## config.mk

```make
export PLATFORM = sky130hd
export DESIGN_NAME = wb_arbiter
export DESIGN_NICKNAME = d
export VERILOG_FILES = /design/src/rtl/wb_arbiter.sv
export SDC_FILE = /design/constraint.sdc
export NUM_CORES = 1
export LEC_CHECK = 0
export BUFFER_PORTS_ARGS = -buffer_cell sky130_fd_sc_hd__buf_4
export CORE_MARGIN = 10
export CORE_UTILIZATION = 40
export DETAILED_ROUTE_END_ITERATION = 16
export PLACE_DENSITY = 0.67
export SKIP_LAST_GASP = 1
export SYNTH_ARGS = -nofsm -noshare
export SYNTH_HDL_FRONTEND = slang
export SYNTH_SLANG_ARGS = --single-unit
```

## constraint.sdc

```tcl
create_clock -name clk -period 19.3 [get_ports clk]
set_input_delay 0 -clock clk [delete_from_list [all_inputs] [get_ports clk]]
set_output_delay 0 -clock clk [all_outputs]
set_load 0.02 [all_outputs]
```

## src/rtl/wb_arbiter.sv

```systemverilog
// Writeback arbiter: picks up to two eligible results per cycle, oldest age first,
// and drives the register file's two write ports one cycle later.
module wb_arbiter #(
    parameter int NUM_SRC = 4,
    parameter int AGE_W   = 4,
    parameter int REG_AW  = 6
) (
    input  logic                      clk,
    input  logic                      resetn,
    input  logic [NUM_SRC-1:0]        src_valid,
    output logic [NUM_SRC-1:0]        src_ready,
    input  logic [NUM_SRC*REG_AW-1:0] src_waddr,
    input  logic [NUM_SRC*4-1:0]      src_we,
    input  logic [NUM_SRC*32-1:0]     src_wdata,
    input  logic [NUM_SRC*AGE_W-1:0]  src_age,
    output logic [3:0]                inst1_we,
    output logic [REG_AW-1:0]         inst1_waddr,
    output logic [31:0]               inst1_wdata,
    output logic [3:0]                inst2_we,
    output logic [REG_AW-1:0]         inst2_waddr,
    output logic [31:0]               inst2_wdata,
    output logic [31:0]               stall_cnt
);

    localparam int IDX_W = (NUM_SRC > 1) ? $clog2(NUM_SRC) : 1;

    logic [REG_AW-1:0] addr_w [NUM_SRC];
    logic [3:0]        we_w   [NUM_SRC];
    logic [31:0]       data_w [NUM_SRC];
    logic [AGE_W-1:0]  age_w  [NUM_SRC];
    logic [NUM_SRC-1:0] elig, nul, gnt;

    logic             g1_vld, g2_vld;
    logic [IDX_W-1:0] g1_idx, g2_idx;
    logic             stall_d;

    logic [3:0]        inst1_we_q, inst1_we_d, inst2_we_q, inst2_we_d;
    logic [REG_AW-1:0] inst1_waddr_q, inst1_waddr_d, inst2_waddr_q, inst2_waddr_d;
    logic [31:0]       inst1_wdata_q, inst1_wdata_d, inst2_wdata_q, inst2_wdata_d;
    logic [31:0]       stall_cnt_q, stall_cnt_d;

    // Modulo age compare: a is strictly older than b when (a-b) wraps negative.
    function automatic logic older(input logic [AGE_W-1:0] a, input logic [AGE_W-1:0] b);
        logic [AGE_W-1:0] diff;
        diff = a - b;
        return diff[AGE_W-1];
    endfunction

    always_comb begin
        for (int i = 0; i < NUM_SRC; i++) begin
            addr_w[i] = src_waddr[i*REG_AW +: REG_AW];
            we_w[i]   = src_we[i*4 +: 4];
            data_w[i] = src_wdata[i*32 +: 32];
            age_w[i]  = src_age[i*AGE_W +: AGE_W];
            nul[i]    = src_valid[i] && ((we_w[i] == 4'd0) || (addr_w[i] == '0));
            elig[i]   = src_valid[i] && (we_w[i] != 4'd0) && (addr_w[i] != '0);
        end
    end

    // Ascending scan with strict compare: equal ages keep the lower index.
    always_comb begin
        g1_vld = 1'b0;
        g1_idx = '0;
        g2_vld = 1'b0;
        g2_idx = '0;
        for (int i = 0; i < NUM_SRC; i++) begin
            if (elig[i] && (!g1_vld || older(age_w[i], age_w[g1_idx]))) begin
                g1_vld = 1'b1;
                g1_idx = IDX_W'(i);
            end
        end
        for (int i = 0; i < NUM_SRC; i++) begin
            if (g1_vld && elig[i] && (IDX_W'(i) != g1_idx) && (addr_w[i] != addr_w[g1_idx]) &&
                (!g2_vld || older(age_w[i], age_w[g2_idx]))) begin
                g2_vld = 1'b1;
                g2_idx = IDX_W'(i);
            end
        end
    end

    always_comb begin
        gnt = '0;
        for (int i = 0; i < NUM_SRC; i++) begin
            gnt[i] = (g1_vld && (g1_idx == IDX_W'(i))) || (g2_vld && (g2_idx == IDX_W'(i)));
        end
        src_ready = resetn ? (gnt | nul) : '0;
        stall_d   = |(src_valid & ~(gnt | nul));
    end

    always_comb begin
        inst1_we_d    = 4'd0;
        inst1_waddr_d = inst1_waddr_q;
        inst1_wdata_d = inst1_wdata_q;
        inst2_we_d    = 4'd0;
        inst2_waddr_d = inst2_waddr_q;
        inst2_wdata_d = inst2_wdata_q;
        stall_cnt_d   = stall_cnt_q + {31'd0, stall_d};
        if (g1_vld) begin
            inst1_we_d    = we_w[g1_idx];
            inst1_waddr_d = addr_w[g1_idx];
            inst1_wdata_d = data_w[g1_idx];
        end
        if (g2_vld) begin
            inst2_we_d    = we_w[g2_idx];
            inst2_waddr_d = addr_w[g2_idx];
            inst2_wdata_d = data_w[g2_idx];
        end
    end

    always_ff @(posedge clk or negedge resetn) begin
        if (!resetn) begin
            inst1_we_q    <= 4'd0;
            inst1_waddr_q <= '0;
            inst1_wdata_q <= 32'd0;
            inst2_we_q    <= 4'd0;
            inst2_waddr_q <= '0;
            inst2_wdata_q <= 32'd0;
            stall_cnt_q   <= 32'd0;
        end else begin
            inst1_we_q    <= inst1_we_d;
            inst1_waddr_q <= inst1_waddr_d;
            inst1_wdata_q <= inst1_wdata_d;
            inst2_we_q    <= inst2_we_d;
            inst2_waddr_q <= inst2_waddr_d;
            inst2_wdata_q <= inst2_wdata_d;
            stall_cnt_q   <= stall_cnt_d;
        end
    end

    assign inst1_we    = inst1_we_q;
    assign inst1_waddr = inst1_waddr_q;
    assign inst1_wdata = inst1_wdata_q;
    assign inst2_we    = inst2_we_q;
    assign inst2_waddr = inst2_waddr_q;
    assign inst2_wdata = inst2_wdata_q;
    assign stall_cnt   = stall_cnt_q;

endmodule

```

Yosys cells after proc, flatten, opt, wreduce, memory -nomap -nowiden
Index checks and enable logic that the tools add are counted.
- bits in read-only memories: 0
- register bits after elaboration: 116
- memories: 0
- memory bits (writable): 0
- bits in latches: 0
- output and inout port bits: 120
- word-level logic and storage cells: 166
- input bits: 190
- add/subtract/negate cells: 6
- div/mod/pow operators: 0
- shifts and indexed selects: 0
- order comparisons: 6
- reduce and logical (&&, ||, !) cells: 78
- $mul: 0
- equality and inequality tests: 13
- bitwise gates (word level): 9
- muxes and demuxes: 47
- operator list (kind ; number):
    32-bit binary-select mux with 2-bit select ; 2
    32-bit two-way mux ; 4
    4-bit two-way mux ; 15
    4-bit binary-select mux with 2-bit select ; 6
    1-bit logical AND ; 38
    32-bit by 1-bit adder with 32-bit output ; 1
    6-bit binary-select mux with 2-bit select ; 2
    6-bit logical NOT ; 4
    6-bit two-way mux ; 4
    6-bit inequality test ; 4
    6-bit nonzero test ; 4
    4-bit subtractor ; 5
    3-bit >= comparator (second input constant) ; 6
    2-bit NOT with 3-bit output ; 6
    4-bit logical NOT ; 4
    4-bit nonzero test ; 4
    1-bit logical OR ; 14
    1-bit two-way mux ; 10
    2-bit == test (second input constant) ; 4
    2-bit two-way mux ; 4
    1-bit logical NOT ; 6
    4-bit bitwise AND ; 1
    2-bit by 1-bit == test with 1-bit output (second input constant) ; 2
    2-bit logical NOT ; 2
    6 further kinds ; 7

Longest topological paths before layout
Gate-level depths: netlist of run 1.
- depth in word-level cells: 59
- depth in mapped cells: 65
- depth with buffers taken out: 55

Worst setup path before layout of run 1
Ideal clock, no wire load.
- kind: input port to flip-flop
- start point: in src_age[2]
- end point: reg stall_cnt_q[26] (netlist: stall_cnt[26])
- required time: 19.170 ns
- stages on the path: 60
- path buffers: 9
- setup slack: 6.385 ns
- data arrival time: 12.785 ns
- library setup time: 0.130 ns
- cell sequence: inv_1 > ha_1 > a21oi_1 > o21ai_1 > xor2_1 > a21oi_1 > clkbuf_1 > clkbuf_1 > mux2i_1 > ha_1 > a21o_1 > a211oi_1 > o21ai_0 > a211oi_2 > or3_1 > buf_2 > clkbuf_1 > clkbuf_1 > (+24 left out) > ha_1 > a21o_1 > a2111oi_0 > o21bai_1 > nand2_1 > mux2i_2 > a21oi_2 > buf_2 > nor2_1 > o2bb2ai_1 > ha_1 > ha_1 > nand3_1 > nor2_1 > nand2_1 > nor2_1 > nand2_1 > xnor2_1
- cells in the longest elaborated chain, start to end: 55
- elaborated cells between the ends (all ways): 100
- classes of those cells: add/sub (6); eq/ne (13); mux (28); bitwise (8); reduce/logical (45)
- ends and longest elaborated chain (item ; RTL line ; source):
    start, declared ; 15 ; input logic [NUM_SRC*AGE_W-1:0] src_age,
    4-bit subtractor ; 45 ; diff = a - b;
    1-bit logical OR ; 67 ; if (elig[i] && (!g1_vld || older(age_w[i], age_w[g1_idx]))) begin
    1-bit logical AND ; 67 ;
    1-bit two-way mux ; 67 ;
    2-bit NOT with 3-bit output (not written as such) ; 67 ;
    4-bit binary-select mux with 2-bit select ; 67 ;
    4-bit two-way mux (not written as such) (2 in a row) ; 67 ;
    4-bit subtractor ; 45 ;
    (+39 left out) ; n/a ;
    1-bit logical AND ; 84 ; gnt[i] = (g1_vld && (g1_idx == IDX_W'(i))) || (g2_vld && (g2_idx == IDX_W'(i)));
    1-bit logical OR ; 84 ;
    4-bit bitwise OR * ; 87 ; stall_d = |(src_valid & ~(gnt | nul));
    4-bit NOT * ; 87 ;
    4-bit bitwise AND * ; 87 ;
    4-bit OR reduction * ; 87 ;
    32-bit by 1-bit adder with 32-bit output * ; 97 ; stall_cnt_d = stall_cnt_q + {31'd0, stall_d};
    named net stall_cnt_d[26] ; 40 ; logic [31:0] stall_cnt_q, stall_cnt_d;
    end signal, assigned ; 126 ; stall_cnt_q <= stall_cnt_d;
    end, declared ; 40 ;
The timed path passes the listed nets; every way through them passes the cells marked *. The select of a mux whose other input is x is not followed.
A chain may end at the register's enable or synchronous reset.

Final worst setup path of run 1
- start point: in src_we[1]
- end point: reg inst2_waddr_q[3] (netlist: inst2_waddr[3])
- cells in the longest elaborated chain, start to end: 55
- elaborated cells between the ends (all ways): 83
- classes of those cells: add/sub (4); eq/ne (7); mux (32); bitwise (6); reduce/logical (34)
- ends and longest elaborated chain (item ; RTL line ; source):
    start, declared ; 13 ; input logic [NUM_SRC*4-1:0] src_we,
    4-bit nonzero test * ; 56 ; elig[i] = src_valid[i] && (we_w[i] != 4'd0) && (addr_w[i] != '0);
    1-bit logical AND * (2 in a row) ; 56 ;
    1-bit two-way mux ; 67 ;
    1-bit logical NOT ; 67 ;
    1-bit logical OR ; 67 ;
    1-bit logical AND ; 67 ;
    1-bit two-way mux ; 67 ;
    2-bit NOT with 3-bit output (not written as such) ; 67 ;
    (+36 left out) ; n/a ;
    4-bit two-way mux (not written as such) (2 in a row) ; 74 ; (!g2_vld || older(age_w[i], age_w[g2_idx]))) begin
    4-bit subtractor ; 45 ;
    1-bit logical OR ; 74 ;
    1-bit logical AND ; 73 ; if (g1_vld && elig[i] && (IDX_W'(i) != g1_idx) && (addr_w[i] != addr_w[g1_idx]) &&
    2-bit two-way mux ; 73 ;
    2-bit NOT with 3-bit output (not written as such) ; 105 ; inst2_waddr_d = addr_w[g2_idx];
    6-bit binary-select mux with 2-bit select ; 105 ;
    6-bit two-way mux (not written as such) (2 in a row) ; 105 ;
    end signal, assigned ; 124 ; inst2_waddr_q <= inst2_waddr_d;
    end, declared ; 38 ; logic [REG_AW-1:0] inst1_waddr_q, inst1_waddr_d, inst2_waddr_q, inst2_waddr_d;
Mark *: on every way between the ends. The rest lies on a longest branch, timed or not. The select of a mux whose other input is x is not followed.

==> run summary, run 1 <==
The flow ran to the end, but the final reports show violations. The final reports fail on negative hold slack. In this run the count of I/O pins placed on the die edge is 310.

The initial utilization of the core area, before any placement, comes to 40.9%. The floorplan step set the die height to 167 um. Setup repair after global routing left no endpoint under its margin. From synthesis to final layout, the design area changed by 54.0%. Ranked by total cell area, the synthesized netlist is headed by dfrtp_1, nand2_1, nor2_1, o21ai_0, a21oi_1.

Of the total power, the share spent switching nets is 41.2%. Element type at the critical path start: an input port. The layout has 1787 filler cells. The design internal power is 0.912 mW, and the number of global-route vias before repair is 11004. Data on the critical path arrives at its endpoint at 14.54 ns. For this block, the initial DRC count from the detailed router was 1270. Dividing the detail-routed wire length by the instance count gives 23.2 um. The post-layout instance area was 13400 um^2; the clock network latency to the later pin of the worst-skew pair was 0.42 ns. Combinational cells account for 53.8% of the total power.

The count of nets left with antenna violations once routing finished came out at 0. The number of nets in the layout is 1702. For the number of warnings printed during yosys synthesis, the log shows 0. The number of buffers created by CTS came out at 17. The overall die area is 28000 um^2. Sequential cells were found to cover 33.4% of the synthesized design area.

The run gives 0 as the number of max-cap violations. The actual transition at the worst max-transition pin works out to 1.12 ns. The net switching power was 0.640 mW; the count of final setup violators was 0. The final wirelength came out at 41.5 mm.

Library cell with the highest instance count after synthesis: nand2_1. The worst setup path is captured at a flip-flop. The utilization after layout came out at 63.1%. Library cell with the largest summed area after synthesis: dfrtp_1. The congestion estimate from routability-driven global placement came to 1.02. Using the TritonRoute via totals, the vias-per-cell ratio works out to 6.12. For this run, the leading register cell type out of synthesis is dfrtp_1. The floorplan has 53 rows.

The placed instances occupy a cell area of 11200 um^2. The total overflow left after global routing is 0. The tools report the wire length of the first global-routing pass as 63.1 mm. TritonCTS built the clock tree. The final route contains 10951 vias. The top cell type's share of synthesized area came out at 33.4%. After synthesis the cells add up to 8690 um^2. Entering global routing, the biggest net connects 83 pins.

The maximum fanout count along the critical path was 82. Largest vdd supply drop: 82.0 uV. For the total of cells resized after clock tree synthesis, the log shows 0.

The worst hold path passes through 3 cells. Counting flops with an async set or reset pin after synthesis yields a share of 100%. Measured against its own limit, the worst slew margin works out to 25.6%. The number of instances in the synthesized netlist was 1077; the aggregate global-route resource usage was 27.8%. The clock transition at the register clock pins on the worst setup and hold paths after CTS was 0.06 ns. The worst clock skew on the final layout is 0.00847 ns. The core region is 21200 um^2.

The tools report the register share of total power as 24.3%. During placement, the flow inserted port buffers numbering 309. Overall power consumption after layout is estimated at 1.55 mW. In the routed design, unresolved DRC markers number 0. The worst reg-to-reg path cell count works out to 8. Counting both buffers and inverters, the worst setup path holds a total of 5. The logs give 0.0705 GHz for the maximum operating frequency and 116 for the clock sink count. The pre-antenna-repair detailed-routing pass consisted of 6 iterations. After routing, the total negative slack on setup checks comes to 0 ns. The clock passes through at most 2 buffers. The analysis attributes to cell leakage a power of 6.15 nW.

Clock tree synthesis selected as its root buffer the cell clkbuf_16. Dividing the final minimum period by the clock period gives 73.5%. The run gives -0.0108 ns as the smallest hold slack. The worst hold path class was in -> reg. The power per cell area is 116 nW/um^2, and the number of antenna violations at the first check in global routing is 1. In this run, the clock network consumes 21.9% of the power. Summed over all nets, the half-perimeter wirelength after detailed placement is 28.8 mm. The critical path in this run is classified as in -> reg. The cell family contributing the most delay on the critical path is compound AO/OA/AOI/OAI gates. Fraction of layout cells with a size suffix above 1: 25.7%. The H-tree was split into 4 levels. The tools report the final hold violation count as 1. The count of state elements after synthesis works out to 116.

Counting buffers and inverters, the worst setup path is 44 cells deep. On the critical path, the stage with the largest delay is an instance of or3_2. Subtracting the final worst setup slack from the clock period gives 14.19 ns. The floorplan die width was 167 um; the synthesized area per cell was 8.07 um^2. The final cell count without fillers is 1788, and the highest cell delay on the worst timing path is 0.90 ns. The number of flops mapped to enable cells by yosys works out to 0.

The total count of max-transition violations in the final report is 0. The tools report the total placed cells including tap cells as 1602. Counting distinct cell types in the post-synthesis netlist gives 82.

After synthesis, the most frequently instantiated cells are nand2_1, dfrtp_1, nor2_1. Counting every net in the synthesized netlist gives 1279. For the required time of the worst setup path, the log shows 19.65 ns.
## power groups by stage
stage                     Combinational [mW]  Clock [mW]  Sequential, mW
after detailed placement               0.707           0           0.377
after CTS                              0.817       0.343           0.375
after global placement                 0.702           0           0.377
after global routing                   0.885       0.355           0.387
final                                  0.835       0.340           0.377
after floorplan                        0.315           0           0.461
## metal layers
metal  vias to the layer above  global-route usage, %  share of wire [%]
met2                       802                   43.3                 45
met3                       143                   7.30                 10
met5                         -                      0                  0
met4                         0                   13.9                4.8
li1                       4860                      -                  -
met1                      5146                   34.7                 40
## worst register-to-register path: stages, from the launching register on
cell and delay, ns:
dfrtp_1 0.44, and3_1 0.23, and3_1 0.21, nand4_1 0.17, nor2_1 0.26, nand2_1 0.18
nor2_1 0.29, nand3_1 0.14, xnor2_1 0.15
## sequential cells by signal (all words and copies together) (netlist names)
register,cells
inst1_wdata,32
inst2_wdata,32
stall_cnt,32
inst1_waddr,6
inst2_waddr,6
inst1_we,4
inst2_we,4
## layout make-up
type / instances / area (um^2) / area share, %
multi-input combinational: 861 / 5450 / 40.8
timing repair buffer: 474 / 3940 / 29.5
antenna: 1 / 2.50 / 0.0187
sequential: 116 / 2900 / 21.7
inverter: 30 / 113 / 0.841
tap: 275 / 344 / 2.57
clock buffer: 20 / 447 / 3.34
clock inverter: 11 / 176 / 1.32
## kinds of logic after synthesis
group,count (synthesis),share of synthesized area (%)
adder cells (fa/ha/maj),12,1.73
XOR/XNOR,47,4.90
flip-flops,116,33.4
multiplexers,31,3.71
AND/OR/NAND/NOR,380,20.0
AO/OA/AOI/OAI,391,31.7
buffers and inverters,100,4.56
## stage by stage
step | hold slack, ns | setup WS [ns]
after CTS | 0.00274 | 5.38
final | -0.0108 | 5.11
after global routing | 0.00903 | 4.18
after global placement | 0.157 | 5.92
after detailed placement | 0.169 | 5.53
after floorplan | -0.296 | 6.39
## cell usage in the layout (no fill, tap or decap), types with 22 or more instances in the layout
cell,n
a221oi_1,34
mux2i_1,25
nand3_1,23
inv_1,30
and3_1,40
a22oi_1,22
nor2_1,114
o21ai_1,25
nand2_1,134
o21ai_0,80
dlygate4sd3_1,154
a32oi_1,24
buf_4,320
a21oi_1,74
xnor2_1,29
dfrtp_1,116
## what timing repair did
item                       4_1_cts  5_1_grt
hold endpoints to repair       137        0
buffers inserted                 0        0
setup endpoints to repair        0        0
hold buffers                   154        0
## path summary, 6_finish.rpt
kind | start | to | slack (ns)
min reg2reg | inst1_wdata[9]$_DFFE_PN0N_ | inst1_wdata[9]$_DFFE_PN0N_ | 0.48
max reg2reg | stall_cnt[2]$_DFF_PN0_ | stall_cnt[27]$_DFF_PN0_ | 17.12
min | src_wdata[98] | inst1_wdata[2]$_DFFE_PN0N_ | -0.01
max | src_we[1] | inst2_waddr[3]$_DFFE_PN0P_ | 5.11
min in group asynchronous | resetn | inst1_wdata[13]$_DFFE_PN0N_ | 0.22
max in group asynchronous | resetn | inst1_waddr[2]$_DFFE_PN0N_ | 17.76
(Power assumes the default switching activity.)
==> run 2: changes to the inputs <==
Settings changed: PLACE_DENSITY 0.67 to 0.69.
Clock period 19.3 ns to 11.7 ns, I/O delays scaled along.
==> run 2 against run 1 <==
  * The run now ends clean
  * Clock skew up 0.0044 ns
  * Critical path type unchanged
  * Hold slack better by 0.033 ns
  * Non-clock buffer count is 36 higher
  * First-iteration DRC count increased by 3.1%
  * Worst setup slack worse by 4.7 ns
  * Global-route usage is 1.0 points higher
  * Combinational power up 74%
  * Final cell count increased by 2.2%
  * Highest routed layer unchanged
  * Register-to-register slack worse by 7.4 ns
  * Utilization is 2.4 points higher
  * Largest cell class unchanged
  * Routed wire length rose by 4.9%
  * Critical path depth increased by 2
==> run summary, run 2 (synthesized netlist as in run 1, its figures left out) <==
The tools report the clock sink count as 116 (unchanged). For the wire length of the first global-routing pass, the log shows 64.9 mm (+2.8%). The number of buffers created by CTS is 17 (unchanged), and the required time of the worst setup path is 11.99 ns (-7.66 ns). The actual transition at the worst max-transition pin was 1.06 ns (-0.0539 ns); the worst clock skew on the final layout was 0.0129 ns (+0.00442 ns). The clock network latency to the later pin of the worst-skew pair is 0.42 ns (about the same).

The number of global-route vias before repair was 11026 (+0.20%). The maximum fanout count along the critical path works out to 19 (-77%). The residual antenna-violating net count after detailed routing is 0 (unchanged). The overall die area was 28000 um^2 (unchanged); the post-DP HPWL was 30.2 mm (+4.8%). For the maximum number of pins on one net before global-route repair, the log shows 77 (-7.2%). The total global routing overflow was 0 (unchanged). The library cell used most frequently in the layout, excluding fill and tap cells, is buf_4. The placeable core region came out at 21200 um^2 (unchanged).

The fraction of layout cells with a size suffix above 1 was 28.9% (+3.2 points). The y dimension of the die was 167 um (unchanged); the via-per-instance ratio was 6.16 (+0.52%). Critical path data arrival time: 11.61 ns (-2.93 ns). The initial core utilization is 40.9% (unchanged). Derived from the worst setup path, the maximum achievable clock frequency is 0.0884 GHz. STA classifies the critical path startpoint as an input port. The number of antenna violations at the first check in global routing was 0 (-1); the highest cell delay on the worst timing path was 0.65 ns (-0.25 ns). The endpoint type of the worst setup path is a flip-flop. The final wirelength was 43.5 mm (+4.9%); the largest vdd supply drop was 134 uV (+64%).

The run gives 1739 (+2.2%) as the number of nets in the layout. The run finished with clean final reports. The aggregate global-route resource usage is 28.8% (+1.0 points), and the count of buffers inserted at the top-level ports is 309 (unchanged). The worst hold path belongs to the class in -> reg.

The placer's final routability congestion estimate came out at 1.03 (+0.49%). The number of DRC violations after detailed routing is 0 (unchanged), and the final hold violation count is 0 (-1). The clock transition at the register clock pins on the worst setup and hold paths after CTS was 0.06 ns (about the same). The category of the most critical setup path is in -> reg. The I/O pin total is 310 (unchanged).

The maximum level of the CTS H-tree is 4 (unchanged), and the count of vias placed by the detailed router is 11254 (+2.8%). Clock tree synthesis selected as its root buffer the cell clkbuf_16. Compared with the post-synthesis result, the final layout area differs by 59.9%. The final cell count without fillers was 1828 (+2.2%); the worst-case clock buffer depth was 2 (unchanged). The power per cell area is 189 nW/um^2 (+63%). Leaving out fill and tap cells, the most frequent cells in the layout are buf_4, dlygate4sd3_1, nand2_1. The count of final setup violators was 0 (unchanged); the routed wirelength normalized by instance count was 23.8 um (+2.6%). For the overall power of the completed layout, the log shows 2.63 mW (+69%).

The floorplan die width came out at 167 um (unchanged). The smallest clock period supported by the final layout is computed as 11.31 ns. The worst-case headroom to the max-slew limit was 29.0% (+3.4 points). TritonCTS built the clock tree.

The count of TritonRoute iterations in the first routing pass was 8 (+2); the final critical-path share of the clock period was 96.7%. The run gives 1310 (+3.1%) as the number of design-rule violations left by the first detailed-router iteration. Leakage power summed over all cells: 6.35 nW (+3.1%). The highest-delay cell along the critical path is o311ai_1. The tools report the total count of max-transition violations in the final report as 0 (unchanged). The floorplan row count came out at 53 (unchanged). For the number of max-cap violations, the log shows 0 (unchanged). The logs give 1618 (+1.0%) for the total placed cells including tap cells and 1778 (-0.50%) for the count of filler cells inserted in the layout.
[run 2: per-stage QoR]
step | utilization [%] | TNS, ns | hold WS [ns] | setup slack, ns | instance area (um^2)
after floorplan | - | 0 | -0.296 | 0.00621 | 8780
after global placement | 53.7 | 0 | 0.0946 | 0.261 | 11400
after detailed placement | 53.7 | -0.0579 | 0.0952 | -0.0244 | 11400
after CTS | 64.1 | 0 | 0.00353 | 0.0147 | 13600
after global routing | 65.5 | -0.619 | 0.0185 | -0.0904 | 13900
final | 65.5 | 0 | 0.0225 | 0.388 | 13900
[run 2: worst max-delay path, delay by kind of cell]
family | cells | cell delay, ns
muxes | 3 | 0.81
AOI/OAI and AO/OA | 23 | 5.39
adders and majority gates | 4 | 1.26
xor gates and xnor gates | 1 | 0.35
buffers and inverters | 7 | 2.43
and+or+nand+nor | 8 | 1.35
[run 2: where the power goes]
group          switching [mW]  total [mW]  leakage [nW]  internal [mW]
Clock                   0.197       0.558         0.303          0.362
Sequential             0.0838       0.613          1.44          0.529
Combinational           0.804        1.45          4.60          0.650
[run 2: path summary, 6_finish.rpt]
check                                                 from                           to  slack (ns)  cells past startpoint
worst max-delay path                             src_we[5]  inst2_wdata[18]$_DFFE_PN0P_        0.39                     46
worst min-delay path                         src_wdata[77]  inst1_wdata[13]$_DFFE_PN0N_        0.02                      5
worst max register to register      stall_cnt[2]$_DFF_PN0_      stall_cnt[31]$_DFF_PN0_        9.70                      8
worst min register to register  inst1_wdata[0]$_DFFE_PN0N_   inst1_wdata[0]$_DFFE_PN0N_        0.48                      2
max in group asynchronous                           resetn  inst1_wdata[20]$_DFFE_PN0N_       10.49                      3
min in group asynchronous                           resetn  inst1_wdata[22]$_DFFE_PN0N_        0.18                      2
[run 2: area by class of cell]
class                   count  area (um^2)  share of cell area (%)
multi-input cells         862         5660                    40.7
clock inverters            13          181                    1.31
flip-flops and latches    116         2900                    20.9
inverters                  30          113                   0.810
clock buffers              19          443                    3.19
well taps                 275          344                    2.48
repair buffers            510         4250                    30.6
diodes                      3         7.51                  0.0540
[run 2: repair_timing]
action                                  4_1_cts  5_1_grt
endpoints found under the setup margin        0       71
buffers inserted                              0       15
endpoints found under the hold margin       128        0
hold buffers                                159        0
gates resized for setup                       0       34
[run 2: metal layers]
metal | track usage [%] | part of all wire [%]
met2 | 45.9 | 46
met4 | 13.4 | 5.4
met3 | 7.21 | 9.3
met1 | 35.8 | 40
met5 | 0 | 0
==> run 3: changes to the inputs <==
Settings changed: REMOVE_ABC_BUFFERS from default to 1.
==> run 3 against run 2 <==
  * Routed wire length fell by 3.1%
  * Utilization fell by 0.48 points
  * Total power fell by 0.19%
  * Clock skew barely moved
  * Clock power rose by 3%
  * Count of clock-buffer cells in the layout did not move
  * Critical path depth did not move
==> run summary, run 3 (synthesized netlist as in run 1, its figures left out) <==
The signed area change from the synthesized netlist to the final layout is 58.8%. The element type at the critical path start is an input port. The routed wirelength normalized by instance count came out at 23.2 um (-2.6%). The maximum fanout count along the critical path is 19 (unchanged). The maximum operating frequency is 0.0894 GHz (+1.1%), and the worst slack after detailed placement is -0.219 ns (-0.194 ns).

The initial core utilization was 40.9% (unchanged); the number of global-route vias before repair was 11245 (+2.0%). The logs give 0.42 ns (about the same) for the clock network latency to the later pin of the worst-skew pair and 0 (unchanged) for the number of DRC violations after detailed routing. The final critical-path share of the clock period is 95.6% (-1.1 points). The number of design-rule violations left by the first detailed-router iteration is 1194 (-8.9%), and the floorplan die width is 167 um (unchanged).

For this design, the slowest cell found on the critical path is dlygate4sd3_1. The I/O pin total was 310 (unchanged). The number of max-cap violations is 0 (unchanged). The worst hold path class was in -> reg.

Count of vias placed by the detailed router: 11147 (-0.95%). The number of antenna violations at the first check in global routing came out at 0 (unchanged). The final wirelength is 42.2 mm (-3.1%), and the minimum period implied by the final worst setup slack is 11.19 ns (-0.125 ns). The diode insertion count for antenna repair is 0 (-3). TritonCTS built the clock tree. The clock sink count is 116 (unchanged), and the maximum level of the CTS H-tree is 4 (unchanged).

Total count of max-transition violations in the final report: 0 (unchanged). The actual transition at the worst max-transition pin works out to 1.02 ns (-0.0446 ns). The logs give 0 (unchanged) for the total global routing overflow and 53 (unchanged) for the floorplan row count. The run gives 0 (unchanged) as the count of final setup violators.

The run finished with clean final reports. Wire length of the first global-routing pass: 64.4 mm (-0.72%). The run gives 28000 um^2 (unchanged) as the overall die area. The endpoint type of the worst setup path is a flip-flop.

The placer's final routability congestion estimate came out at 0.997 (-3.1%). The tools report the maximum number of pins on one net before global-route repair as 77 (unchanged). Total placed cells including tap cells: 1625 (+0.43%). Fraction of layout cells with a size suffix above 1: 28.5% (-0.45 points).

The count of buffers inserted at the top-level ports is 309 (unchanged), and the worst clock skew on the final layout is 0.0130 ns (+0.0000819 ns). Worst-case headroom to the max-slew limit: 32.0% (+3.0 points). The cell sitting at the root of the clock tree is a clkbuf_16.

The library cells used most frequently in the layout, excluding fill and tap cells, are buf_4, dlygate4sd3_1, nand2_1. The critical path data arrival time came out at 11.54 ns (-0.07 ns). For the number of nets in the layout, the log shows 1732 (-0.40%). Via-per-instance ratio: 6.13 (-0.41%). The required time of the worst setup path came out at 12.06 ns (+0.07 ns). The worst-case clock buffer depth is 2 (unchanged), and the final cell count without fillers is 1818 (-0.55%). For the setup slack after layout, the log shows 0.513 ns (+0.125 ns).

Category of the most critical setup path: in -> reg. The leakage power summed over all cells was 6.33 nW (-0.28%). Final hold violation count: 0 (unchanged). The clock transition at the register clock pins on the worst setup and hold paths after CTS works out to 0.06 ns (about the same). The run gives 91.3 uV (-32%) as the largest vdd supply drop. The logs give 21200 um^2 (unchanged) for the placeable core region and 17 (unchanged) for the number of buffers created by CTS. The post-DP HPWL is 28.8 mm (-4.6%).

The residual antenna-violating net count after detailed routing came out at 0 (unchanged). The count of TritonRoute iterations in the first routing pass was 7 (-1); the power per cell area was 190 nW/um^2 (+0.54%). The library cell used most frequently in the layout, excluding fill and tap cells, is buf_4. The highest cell delay on the worst timing path works out to 0.58 ns (-0.07 ns). The run gives 28.4% (-0.41 points) as the aggregate global-route resource usage. The utilization after layout is 65.0% (-0.48 points), and the y dimension of the die is 167 um (unchanged).
run 3: changes by cell type in the layout (fill, tap and decap cells not counted), moves of 2 or more:
cell / change
nor3_2: +2
clkinv_4: +2
mux2i_4: -2
buf_4: -5
mux2i_2: +2
o21ai_0: +2
o32ai_2: +2
diode_2: -3
run 3: area by class of cell:
class                      instances  area [um^2]
clock buffer                      19          433
clock inverter                    13          208
fill                            1823         7420
inverter                          30          113
multi-input combinational        861         5600
sequential                       116         2900
tap                              275          344
timing repair buffer             504         4190
run 3: power by group:
part	switching, mW	total [mW]	internal (mW)
Combinational	0.791	1.43	0.642
Sequential	0.0832	0.612	0.529
Clock	0.197	0.575	0.378
Total	1.07	2.62	1.55
run 3: critical path, delay by kind of cell:
kind	cells	cell delay, ns
buffers and inverters	6	2.30
AOI/OAI and AO/OA	22	4.82
and+or+nand+nor	10	2.08
muxes	3	0.79
xor gates and xnor gates	1	0.36
adders and majority gates	4	1.20
run 3: final timing paths:
path / from / endpoint / slack (ns) / depth (start not counted)
setup / recovery: src_we[4] / inst2_wdata[9]$_DFFE_PN0P_ / 0.51 / 46
hold reg to reg: stall_cnt[31]$_DFF_PN0_ / stall_cnt[31]$_DFF_PN0_ / 0.48 / 1
min in group asynchronous: resetn / inst1_wdata[0]$_DFFE_PN0N_ / 0.19 / 2
setup reg to reg: stall_cnt[2]$_DFF_PN0_ / stall_cnt[31]$_DFF_PN0_ / 9.69 / 8
hold / removal: src_wdata[77] / inst1_wdata[13]$_DFFE_PN0N_ / 0.006 / 5
max in group asynchronous: resetn / inst1_we[3]$_DFF_PN0_ / 10.14 / 3
run 3: repair_timing:
item                       in CTS  in global routing
hold endpoints to repair      133                  0
hold buffers                  158                  0
setup endpoints to repair       0                 77
gates resized for setup         0                 37
setup buffers                   0                  3
run 3: metrics by stage:
| stage | hold WS [ns] | setup TNS (ns) | total power [mW] | cell area [um^2] |
|---|---|---|---|---|
| final | 0.00629 | 0 | 2.62 | 13800 |
| after global routing | 0.0691 | -0.165 | 2.75 | 13800 |
| after CTS | 0.00127 | 0 | 2.57 | 13600 |
| after detailed placement | 0.133 | -1.42 | 1.81 | 11400 |
| after global placement | 0.127 | 0 | 1.80 | 11400 |
| after floorplan | -0.296 | -214.24 | 1.26 | 8410 |
run 3: metal layers:
metal  track usage (%)  up-vias  wire [um]
met4              15.7        0       2160
met2              45.5      759      19400
met1              34.2     5331      16400
met5                 0        -          0
met3              7.12      137       4200
li1                  -     4920          -
